`config.mk`:
```
export PLATFORM = sky130hd
export DESIGN_NAME = as5600_i2c_target
export DESIGN_NICKNAME = d
export VERILOG_FILES = /design/src/rtl/as5600_i2c_target.sv
export SDC_FILE = /design/constraint.sdc
export NUM_CORES = 1
export LEC_CHECK = 0
export CAP_MARGIN = 20
export CORE_MARGIN = 5
export CORE_UTILIZATION = 50
export CTS_CLUSTER_SIZE = 16
export DETAILED_ROUTE_END_ITERATION = 12
export DONT_BUFFER_PORTS = 1
export MAX_ROUTING_LAYER = met4
export PLACE_DENSITY = 0.72
export SYNTH_ARGS = -nofsm -noshare
export SYNTH_HDL_FRONTEND = slang
export SYNTH_SLANG_ARGS = --single-unit
export TNS_END_PERCENT = 1
```
`constraint.sdc`:
```
create_clock -name clock -period 2.41 [get_ports clock]
set_input_delay 0.3615 -clock clock [delete_from_list [all_inputs] [get_ports clock]]
set_output_delay 0.3615 -clock clock [all_outputs]
set_load 0.01 [all_outputs]
```
`src/rtl/as5600_i2c_target.sv`:
```
// as5600_i2c_target
// Minimal I2C target that mimics the AS5600 angle encoder register map.
// Answers reads of STATUS (0x0B), RAW ANGLE (0x0C/0x0D) and ANGLE (0x0E/0x0F)
// from a 12-bit angle snapshot taken when a read is addressed, so both bytes
// of one read are coherent. Write bytes after the pointer are ACKed and dropped.
//
// Ports:
//   clock      in   main clock (single domain)
//   reset      in   synchronous active-high reset
//   scl        in   I2C clock from the initiator (asynchronous)
//   sda_in     in   sampled I2C data line (asynchronous)
//   sda_oe     out  open-drain pull-down enable (1 = drive SDA low)
//   angle      in   12-bit raw angle from the encoder model
//   reg_ptr    out  current register pointer
//   busy       out  high whenever the FSM is not idle
//   xfer_done  out  one-cycle pulse on a STOP ending an addressed transaction
module as5600_i2c_target #(
  parameter logic [6:0] DEV_ADDR   = 7'h36,
  parameter logic [7:0] STATUS_VAL = 8'h20
) (
  input  logic        clock,
  input  logic        reset,
  input  logic        scl,
  input  logic        sda_in,
  output logic        sda_oe,
  input  logic [11:0] angle,
  output logic [7:0]  reg_ptr,
  output logic        busy,
  output logic        xfer_done
);

  typedef enum logic [3:0] {
    S_IDLE      = 4'd0,
    S_ADDR      = 4'd1,
    S_ADDR_ACK  = 4'd2,
    S_REG       = 4'd3,
    S_REG_ACK   = 4'd4,
    S_WDATA     = 4'd5,
    S_WDATA_ACK = 4'd6,
    S_TX        = 4'd7,
    S_TX_ACK    = 4'd8,
    S_WAIT_STOP = 4'd9
  } state_t;

  // Synchronizer stages plus one delayed copy for edge detection
  logic r_scl_s1, r_scl_s2, r_scl_d;
  logic r_sda_s1, r_sda_s2, r_sda_d;

  state_t      r_state;
  logic [3:0]  r_bit_cnt;
  logic [7:0]  r_shift;
  logic [7:0]  r_tx;
  logic [11:0] r_hold;
  logic        r_rw;
  logic        r_addressed;
  logic        r_ack_ok;
  logic        r_sda_oe;
  logic [7:0]  r_reg_ptr;
  logic        r_xfer_done;

  logic       w_start;
  logic       w_stop;
  logic       w_scl_rise;
  logic       w_scl_fall;
  logic       w_byte_done;
  logic [7:0] w_tx_byte;

  // Register read map, evaluated against the angle snapshot
  function automatic logic [7:0] f_read_byte(input logic [7:0] addr, input logic [11:0] hold);
    case (addr)
      8'h0B:        f_read_byte = STATUS_VAL;
      8'h0C, 8'h0E: f_read_byte = {4'h0, hold[11:8]};
      8'h0D, 8'h0F: f_read_byte = hold[7:0];
      default:      f_read_byte = 8'h00;
    endcase
  endfunction

  // Bus conditions from the synchronized lines, one cycle apart
  assign w_start     = r_scl_s2 &  r_sda_d & ~r_sda_s2;
  assign w_stop      = r_scl_s2 & ~r_sda_d &  r_sda_s2;
  assign w_scl_rise  =  r_scl_s2 & ~r_scl_d;
  assign w_scl_fall  = ~r_scl_s2 &  r_scl_d;
  assign w_byte_done = (r_bit_cnt == 4'd8);
  assign w_tx_byte   = f_read_byte(r_reg_ptr, r_hold);

  // 2-flop synchronizers; reset to the idle-bus level so no false START/STOP
  always_ff @(posedge clock) begin
    if (reset) begin
      r_scl_s1 <= 1'b1;
      r_scl_s2 <= 1'b1;
      r_scl_d  <= 1'b1;
      r_sda_s1 <= 1'b1;
      r_sda_s2 <= 1'b1;
      r_sda_d  <= 1'b1;
    end else begin
      r_scl_s1 <= scl;
      r_scl_s2 <= r_scl_s1;
      r_scl_d  <= r_scl_s2;
      r_sda_s1 <= sda_in;
      r_sda_s2 <= r_sda_s1;
      r_sda_d  <= r_sda_s2;
    end
  end

  // Protocol FSM; START/STOP are checked before any SCL data edge
  always_ff @(posedge clock) begin
    if (reset) begin
      r_state     <= S_IDLE;
      r_bit_cnt   <= 4'd0;
      r_shift     <= 8'h00;
      r_tx        <= 8'h00;
      r_hold      <= 12'h000;
      r_rw        <= 1'b0;
      r_addressed <= 1'b0;
      r_ack_ok    <= 1'b0;
      r_sda_oe    <= 1'b0;
      r_reg_ptr   <= 8'h00;
      r_xfer_done <= 1'b0;
    end else begin
      r_xfer_done <= 1'b0;
      if (w_start) begin
        r_state     <= S_ADDR;
        r_bit_cnt   <= 4'd0;
        r_sda_oe    <= 1'b0;
        r_addressed <= 1'b0;
      end else if (w_stop) begin
        r_state     <= S_IDLE;
        r_bit_cnt   <= 4'd0;
        r_sda_oe    <= 1'b0;
        r_xfer_done <= r_addressed;
        r_addressed <= 1'b0;
      end else begin
        case (r_state)
          S_ADDR, S_REG, S_WDATA: begin
            if (w_scl_rise && !w_byte_done) begin
              r_shift   <= {r_shift[6:0], r_sda_s2};
              r_bit_cnt <= r_bit_cnt + 4'd1;
            end else if (w_scl_fall && w_byte_done) begin
              r_bit_cnt <= 4'd0;
              if (r_state == S_ADDR) begin
                if (r_shift[7:1] == DEV_ADDR) begin
                  r_state     <= S_ADDR_ACK;
                  r_sda_oe    <= 1'b1;
                  r_rw        <= r_shift[0];
                  r_addressed <= 1'b1;
                  if (r_shift[0]) r_hold <= angle;
                end else begin
                  r_state <= S_WAIT_STOP;
                end
              end else if (r_state == S_REG) begin
                r_reg_ptr <= r_shift;
                r_state   <= S_REG_ACK;
                r_sda_oe  <= 1'b1;
              end else begin
                r_state  <= S_WDATA_ACK;
                r_sda_oe <= 1'b1;
              end
            end
          end

          // ACK runs from the falling edge after bit 8 to the one after bit 9
          S_ADDR_ACK: begin
            if (w_scl_fall) begin
              r_bit_cnt <= 4'd0;
              if (r_rw) begin
                r_state  <= S_TX;
                r_tx     <= w_tx_byte;
                r_sda_oe <= ~w_tx_byte[7];
              end else begin
                r_state  <= S_REG;
                r_sda_oe <= 1'b0;
              end
            end
          end

          S_REG_ACK, S_WDATA_ACK: begin
            if (w_scl_fall) begin
              r_state   <= S_WDATA;
              r_sda_oe  <= 1'b0;
              r_bit_cnt <= 4'd0;
            end
          end

          // Bit 7 is already on the line at entry; shift the next bit out on each fall
          S_TX: begin
            if (w_scl_rise) begin
              r_bit_cnt <= r_bit_cnt + 4'd1;
            end else if (w_scl_fall) begin
              if (w_byte_done) begin
                r_state   <= S_TX_ACK;
                r_sda_oe  <= 1'b0;
                r_reg_ptr <= r_reg_ptr + 8'd1;
                r_bit_cnt <= 4'd0;
              end else if (r_bit_cnt != 4'd0) begin
                r_tx     <= {r_tx[6:0], 1'b0};
                r_sda_oe <= ~r_tx[6];
              end
            end
          end

          // Pointer was already advanced, so the next byte comes from the new address
          S_TX_ACK: begin
            if (w_scl_rise) begin
              r_ack_ok  <= ~r_sda_s2;
              r_bit_cnt <= 4'd1;
            end else if (w_scl_fall && (r_bit_cnt == 4'd1)) begin
              r_bit_cnt <= 4'd0;
              if (r_ack_ok) begin
                r_state  <= S_TX;
                r_tx     <= w_tx_byte;
                r_sda_oe <= ~w_tx_byte[7];
              end else begin
                r_state  <= S_WAIT_STOP;
                r_sda_oe <= 1'b0;
              end
            end
          end

          default: ;
        endcase
      end
    end
  end

  assign sda_oe    = r_sda_oe;
  assign reg_ptr   = r_reg_ptr;
  assign xfer_done = r_xfer_done;
  assign busy      = (r_state != S_IDLE);

endmodule

```
Word-level counts from Yosys, hierarchy flattened --
Cells that the tools add are included.
Storage, ports and cells: bits in writable memories 0, logic and storage cells 171, bits in latches 0, memories kept 0, bits in read-only memories 0, flip-flop bits (word level) 54
Operators by class: divide/modulo/power cells 0, muxes and demuxes 60, equal/unequal tests 47, $lt $le $gt $ge 0, shifts and indexed selects 0, reduce and logical (&&, ||, !) cells 29, $add $sub $neg 2, bitwise operators 15, $mul 0
Operators by type and width (count):
- two-way mux 4 bit | 20
- two-way mux 7 bit | 9
- two-way mux 8 bit | 7
- equality test 8 x 4 -> 1 bit (second input constant) | 5
- inequality test 4 bit (second input constant) | 9
- inequality test 2 bit (second input constant) | 15
- AND reduction 10 bit | 3
- case mux 8 bit (3 select lines) | 1
- case mux 7 bit (3 select lines) | 1
- case mux 4 bit (5 select lines) | 1
- inequality test 3 bit (second input constant) | 6
- equality test 4 x 3 -> 1 bit (second input constant) | 4
- two-way mux 1 bit | 16
- case mux 4 bit (4 select lines) | 1
- case mux 8 bit (2 select lines) | 1
- AND reduction 12 bit | 1
- nonzero test 4 bit | 3
- OR reduction 3 bit | 4
- AND reduction 11 bit | 1
- NOT 1 bit | 9
- adder 8 x 1 -> 8 bit (second input constant) | 1
- equality test 4 x 1 -> 1 bit (second input constant) | 2
- equality test 4 x 2 -> 1 bit (second input constant) | 2
- equality test 4 bit (second input constant) | 2
- 19 further kinds | 29

Depth between registers and ports, before layout --
Gate-level depths: netlist (run 1).
depth in word-level cells 8, mapped depth 9, depth with buffers taken out 7

Least setup slack after synthesis (run 1) --
OpenSTA, ideal clock, no wires.
path type flip-flop to flip-flop, start point register r_scl_s2, end point register r_bit_cnt[3], setup slack 453 ps, data arrival time 1839 ps, path buffers 0, library setup time 117 ps, clock period less this slack 1957 ps, stages on the path, launching flop included 8, cell sequence dfxtp_1 > inv_1 > ha_1 > and3_1 > o32ai_1 > o211ai_1 > a211o_1 > a32o_1
On the way: cells in the longest elaborated chain, start to end 5
RTL lines:
- start, declared | line 46 | logic r_scl_s1, r_scl_s2, r_scl_d;
- start signal, assigned | line 97 | r_scl_s2 <= r_scl_s1;
- NOT 1 bit | line 82 | assign w_scl_fall = ~r_scl_s2 & r_scl_d;
- bitwise AND 1 bit | line 82
- logical AND 1 bit (on tied branches) | line 138, 206
- inequality test 3 bit (no source line)
- AND reduction 6 bit (no source line)
- end signal, assigned | line 137 | r_bit_cnt <= r_bit_cnt + 4'd1;
- end signal, assigned | line 187 | r_bit_cnt <= r_bit_cnt + 4'd1;
- end, declared | line 50 | logic [3:0] r_bit_cnt;
Several ways; a longest one is shown, not always the timed one. A chain may end at the register's enable or synchronous reset.

Final worst setup path (run 1) --
Same ends and word-level chain as after synthesis.

==> results of run 1 <==
[logic make-up (layout without fill, tap and decap cells)]
group / after synthesis / count (layout) / share of synthesized area
AOI/OAI and AO/OA: 109 / 109 / 0.2409
adders and majority gates: 9 / 9 / 0.03590
muxes: 26 / 26 / 0.08337
buffers and inverters: 44 / 42 / 0.05983
xor gates and xnor gates: 3 / 3 / 0.008378
DFF: 54 / 54 / 0.3446
and+or+nand+nor: 133 / 133 / 0.2270
[cell usage in the layout (no fill, tap or decap), types with 3 or more instances in the layout]
cell type  synthesis  final
and2_1             5      5
o22ai_1            5      5
a21oi_1           20     20
nand2b_1           9      9
a211oi_1          12     12
a2111oi_0          3      3
o31ai_1            3      3
dfxtp_1           54     54
mux2i_1           25     25
nand2_1           22     22
o21ai_0           30     30
buf_4              2     16
nor2b_1            5      5
clkbuf_8           0      6
o211ai_1           3      3
a311oi_1           3      3
or2_2              8      8
nor2_1            43     43
nand4_1            4      4
nor3_1             7      7
ha_1               9      9
nand3_1            8      8
inv_1             18     18
xor2_1             3      3
[metal layers]
| metal | vias up | GRT usage |
|---|---|---|
| met5 | - | - |
| met3 | 8 | 0.04516 |
| met1 | 1303 | 0.2880 |
| li1 | 1367 | - |
| met2 | 58 | 0.3336 |
| met4 | 0 | 0.06089 |
[what timing repair did]
item	in CTS	in global routing
setup endpoints to repair	0	2
hold endpoints to repair	0	0
resized for setup	0	1
[final timing paths]
kind | from | slack, ns | endpoint | cells past startpoint
worst max-delay path | r_scl_s2 | 0.19 | r_bit_cnt[3] | 7
worst max register to register | r_scl_s2 | 0.19 | r_bit_cnt[3] | 7
worst min register to register | r_scl_s1 | 0.42 | r_scl_s2 | 1
worst min-delay path | reset | 0.13 | reg_ptr[0] | 1
[registers in the layout, indices dropped and copies added, names as in the netlist]
| register | cells |
|---|---|
| r_hold | 12 |
| r_scl_s2 | 1 |
| r_scl_d | 1 |
| xfer_done | 1 |
| r_ack_ok | 1 |
| r_tx | 7 |
| r_addressed | 1 |
| reg_ptr | 8 |
| sda_oe | 1 |
| r_rw | 1 |
| r_sda_d | 1 |
| r_state | 4 |
| r_sda_s1 | 1 |
| r_shift | 8 |
| r_bit_cnt | 4 |
| r_scl_s1 | 1 |
| r_sda_s2 | 1 |
[final cells by class]
class / instances / share of cell area
clock buffer: 6 / 0.02447
multi-input combinational: 280 / 0.5539
sequential: 54 / 0.3204
tap: 75 / 0.02781
timing repair buffer: 16 / 0.03560
clock inverter: 2 / 0.01780
inverter: 18 / 0.02002
[critical path: stages (launching register included)]
cell and delay (ns):
dfxtp_1 0.48, inv_1 0.09, ha_1 0.29, and3_1 0.18, o32ai_1 0.35, o211ai_1 0.21
a211o_1 0.26, a32o_1 0.25
[through the flow]
step / hold slack [ns] / instance area (sq um) / power [mW] / worst slack (ns)
floorplan: 0.3895 / 3137 / 0.9638 / 0.4535
CTS: 0.1097 / 3373 / 1.698 / 0.1846
global placement: 0.3916 / 3231 / 0.9677 / 0.2329
finish: 0.1264 / 3374 / 1.683 / 0.1938
detailed placement: 0.3933 / 3231 / 0.9680 / 0.2067
global route: 0.09630 / 3374 / 1.746 / 0.005747
[cell usage after synthesis, types with 3 or more instances]
library cell,n,share of area
buf_2,5,0.0080
a311oi_1,3,0.0084
and2_1,5,0.010
nor2_1,43,0.051
o21ai_0,30,0.048
nand2_1,22,0.026
nor3_1,7,0.011
nand2b_1,9,0.018
xor2_1,3,0.0084
dfxtp_1,54,0.34
ha_1,9,0.036
nand3_1,8,0.013
or2_2,8,0.016
clkbuf_1,16,0.019
o22ai_1,5,0.010
a2111oi_0,3,0.0084
a21oi_1,20,0.032
nand4_1,4,0.0080
and3_1,3,0.0060
mux2i_1,25,0.080
a211oi_1,12,0.029
o31ai_1,3,0.0072
inv_1,18,0.022
o211ai_1,3,0.0072
nor2b_1,5,0.010
[where the power goes]
part	internal (mW)	leakage, nW	switching [mW]	total (mW)
logic	0.0179	0.805	0.0293	0.0472
registers	0.896	0.436	0.00454	0.901
clock network	0.443	0.0714	0.293	0.736
total	1.36	1.31	0.326	1.68
==> reports/metrics.cfg, run 1 <==
[run_status]
status=finished clean

[route]
drt-met1-wl_um=3643
routed.top_layer=met4
num_vias=2736
wl_per_cell_um=17.23
drtAntennaViolNets=0
drt-vias-per-instance=6.067
routed-wl-met2_um=3689
met3_length_um=346
drt_iter0_drc=180
drc=0
routed_wl_um=7771
drtPass1Iterations=4

[synthesis]
synth_cells=378
ys_warn_count=0
synth_cell_types=65
syn_area_sq_mm=0.003137
synthFlopType=dfxtp_1
async_flop_share=0
ys_seq_area_frac=0.3446
synth_edf_count=0
synth_nets=403
avgSynthCellArea_sq_um=8.298
synth-seq-cells=54

[pwr]
power_density_mw_per_mm2=498.8
ir_worst_vdd_uv=385.8
leakagePower_nw=1.312

[floorplan]
initial_core_util=0.5206
core_area_sq_mm=0.006026
dieHeight_um=89.21
die_area_sq_mm=0.007958
fp-row-count=28
die_x_um=89.21
io_pins=27

[timing]
maxSlewHeadroom=0.6011
final_max_slew_viol_count=0
hold_viol=0
skew_ns=0.009234
max_slew.worst_pin.slew_ns=0.5980
finalCritPeriodShare=0.9196
rsz0062_at_grt=no
setup-tns-final_ns=0
finalSetupViolations=0
fmax_ghz=0.4512
min_period_ns=2.216

[placement]
io_buffer_count=0
dp_hpwl_um=5728
place_inst=443
gp_congestion=0.9748

[final_layout]
final_layout_size_suffix_gt1_frac=0.1090
seq_area_sq_mm=0.001081
fillCellCount=583
area_growth_pct=7.579
nets=400
num_antenna_cells=0
utilization=0.5600
multiInputGateArea_sq_mm=0.001869
final_cells=451

[setup_path]
critical_path_arrival_ns=2.41
startpoint_type=flip-flop
cp.required_ns=2.61
cp-end-kind=flip-flop
path_max_fanout=8
critPathKind=flip-flop to flip-flop

[clock_tree]
root_buffer=clkbuf_8
clkSinkCount=54
post_cts_buffers=0
cts_max_level=2
clkSlewWorstSetupHoldPaths_ns=0.10
cts_buffers=5
postCtsHoldBufs=0
clkLatencyLatePin_ns=0.30
cts_buffer_depth=2
cts_tree=yes

[grt]
antenna_found_initial=0
grt_max_degree=49
grt_pass1_vias=2664
grt_pass1_wl_um=13200
grt-ovfl-total=0
grt_usage=0.2167

[flow_run]
cap_viol_max_count=0

[min_path]
hp-class=input pin to flip-flop

No activity file was read; power rests on OpenSTA's default activity.
==> run 2, diff against run 1 <==
- SLEW_MARGIN: default -> 25
==> results of run 2 <==
No change in the layout: final DEF, timing and power equal those of run 1.
==> run 3, diff against run 2 <==
- ABC_AREA: default -> 1
==> reports/metrics.cfg, run 3 <==
[route]
routed.top_layer=met4
drt_iter0_drc=121  ; -33%
drtAntennaViolNets=0  ; unchanged
drt-met1-wl_um=3703  ; +1.6%
drc=0  ; unchanged
routed_wl_um=7655  ; -1.5%
routed-wl-met2_um=3456  ; -6.3%
drtPass1Iterations=5  ; +1
met3_length_um=378  ; +9.2%
wl_per_cell_um=13.94  ; -19%
drt-vias-per-instance=5.388  ; -11%
num_vias=2958  ; +8.1%

[pwr]
ir_worst_vdd_uv=501.2  ; +30%
seqPwrFrac=0.383  ; -0.152
power_density_mw_per_mm2=884.2  ; +77%
p_sw_frac=0.4420  ; +0.2481
switchingPower_mw=1.266  ; +290%
power.internal_mw=1.598  ; +18%
pwr-share-comb=0.439  ; +0.411
power.share.clock=0.178  ; -0.259
leakagePower_nw=1.377  ; +5.0%

[synthesis]
synth-seq-cells=54  ; unchanged
syn_area_sq_mm=0.003075  ; -2.0%
async_flop_share=0  ; unchanged
synth_nets=497  ; +23%
avgSynthCellArea_sq_um=6.516  ; -21%
ys_seq_area_frac=0.3515  ; +0.006870
synth_most_common_cell=nand2_1
ys_top_cells_by_count=108 x nand2_1, 83 x nor2_1, 54 x dfxtp_1, 43 x nand3_1, 39 x o21ai_0
synth_edf_count=0  ; unchanged
synthFlopType=dfxtp_1
netlist_top_cells_area=dfxtp_1 35%, nand2_1 13%, nor2_1 10%
synth_cells=472  ; +25%
synth_top_cell_by_area=dfxtp_1
ys_warn_count=0  ; unchanged
synth_cell_types=30  ; -54%
yosysTopAreaCellShare=0.3515  ; +0.006870

[final_layout]
fillCellCount=637  ; +9.3%
nets=499  ; +25%
num_antenna_cells=0  ; unchanged
final_cell_mix=108 x nand2_1, 83 x nor2_1, 54 x dfxtp_1
final_layout_size_suffix_gt1_frac=0.1055  ; -0.003557
final_common_cell=nand2_1
area_growth_pct=5.289
seq_area_sq_mm=0.001081  ; unchanged
largest_reg_flops=12  ; unchanged
top_register=r_hold
multiInputGateArea_sq_mm=0.001770  ; -5.3%

[timing]
setup-tns-final_ns=0  ; unchanged
max_slew.worst_pin.slew_ns=0.5462  ; -0.05188 ns
hold_viol=0  ; unchanged
worst_slack_ns=0.3857  ; +0.1918 ns
final_max_slew_viol_count=0  ; unchanged
finalCritPeriodShare=0.8400  ; -0.07960
min_period_ns=2.024  ; -0.1918 ns
skew_ns=0.006484  ; -0.002749 ns
rsz0062_at_grt=no
finalSetupViolations=0  ; unchanged
fmax_ghz=0.4940  ; +9.5%
maxSlewHeadroom=0.6355  ; +0.03437

[run_status]
status=finished clean

[grt]
grt_pass1_vias=2781  ; +4.4%
grt_usage=0.2163  ; -0.0003279
grt-ovfl-total=0  ; unchanged
antenna_found_initial=0  ; unchanged
grt_max_degree=31  ; -37%
grt_pass1_wl_um=13010  ; -1.4%

[floorplan]
dieHeight_um=88.43  ; -0.87%
io_pins=27  ; unchanged
die_x_um=88.43  ; -0.87%
core_area_sq_mm=0.005956  ; -1.2%
initial_core_util=0.5164  ; -0.004170
die_area_sq_mm=0.007819  ; -1.7%
fp-row-count=28  ; unchanged

[setup_path]
cp.required_ns=2.66  ; +0.05 ns
r2r_slack_ns=0.39  ; +0.19 ns
path_max_fanout=9  ; +1
critical_path_arrival_ns=2.27  ; -0.14 ns
cp-end-kind=flip-flop
critPathKind=flip-flop to flip-flop
startpoint_type=flip-flop

[clock_tree]
clkLatencyLatePin_ns=0.31  ; about the same
cts_buffer_depth=2  ; unchanged
cts.repair.resized=0  ; unchanged
cts_tree=yes
clkSinkCount=54  ; unchanged
postCtsHoldBufs=0  ; unchanged
post_cts_buffers=0  ; unchanged
cts_max_level=2  ; unchanged
root_buffer=clkbuf_8
clkSlewWorstSetupHoldPaths_ns=0.10  ; about the same
cts_buffers=5  ; unchanged

[placement]
io_buffer_count=0  ; unchanged
dp_hpwl_um=5862  ; +2.3%
gp_congestion=0.9678  ; -0.72%
post-place-ws_ns=0.4115  ; +0.2048 ns

[flow_run]
cap_viol_max_count=0  ; unchanged

[min_path]
hp-class=input pin to flip-flop

## run 3: worst paths after layout
path | cells after the start | end | from
max | 9 | r_shift[5] | r_bit_cnt[0]
min | 1 | reg_ptr[7] | reset
max reg2reg | 9 | r_shift[5] | r_bit_cnt[0]
min reg2reg | 1 | r_scl_s2 | r_scl_s1
## run 3: cell families after synthesis
kind of cell,after synthesis,share of synthesized area
buffers and inverters,56,0.07282
adders and majority gates,9,0.03662
AOI/OAI and AO/OA,74,0.1216
DFF,54,0.3515
xor gates and xnor gates,1,0.002848
and+or+nand+nor,278,0.4146
## run 3: worst max-delay path, cell delays in order, from the launching register on
cell and delay (ns):
dfxtp_1 0.44, inv_1 0.09, ha_1 0.27, nand3_2 0.16, nand2_1 0.21, nor3_1 0.19, nand2_1 0.20, inv_2 0.19
o21ai_0 0.10, a21oi_1 0.14
## run 3: power by group through the flow
stage	clock network [mW]	registers, mW	logic, mW
CTS	0.525	1.10	1.25
finish	0.508	1.10	1.26
global placement	0	1.12	1.24
global route	0.568	1.11	1.43
detailed placement	0	1.12	1.25
floorplan	0	1.09	1.01
## run 3: stage by stage
step	utilization	hold slack (ns)	power, mW	cell area, sq um	instances
after floorplan	-	0.3895	2.098	3075	472
after global placement	0.5298	0.3932	2.360	3156	542
after detailed placement	0.5298	0.3957	2.365	3156	542
after CTS	0.5437	0.09775	2.874	3238	549
after global routing	0.5437	0.08644	3.115	3238	549
final	0.5437	0.1082	2.863	3238	549
## run 3: final cells by class
class,count,share of cell area
clock buffers,5,0.02125
clock inverters,2,0.004250
inverters,46,0.05332
multi-input cells,362,0.5468
flip-flops and latches,54,0.3338
well taps,75,0.02898
repair buffers,5,0.01159
## run 3: layer usage
metal  up-vias  track usage
met3        10      0.03818
met1      1349       0.2896
met4         0      0.06868
li1       1524            -
met2        75       0.3317
met5         -            -
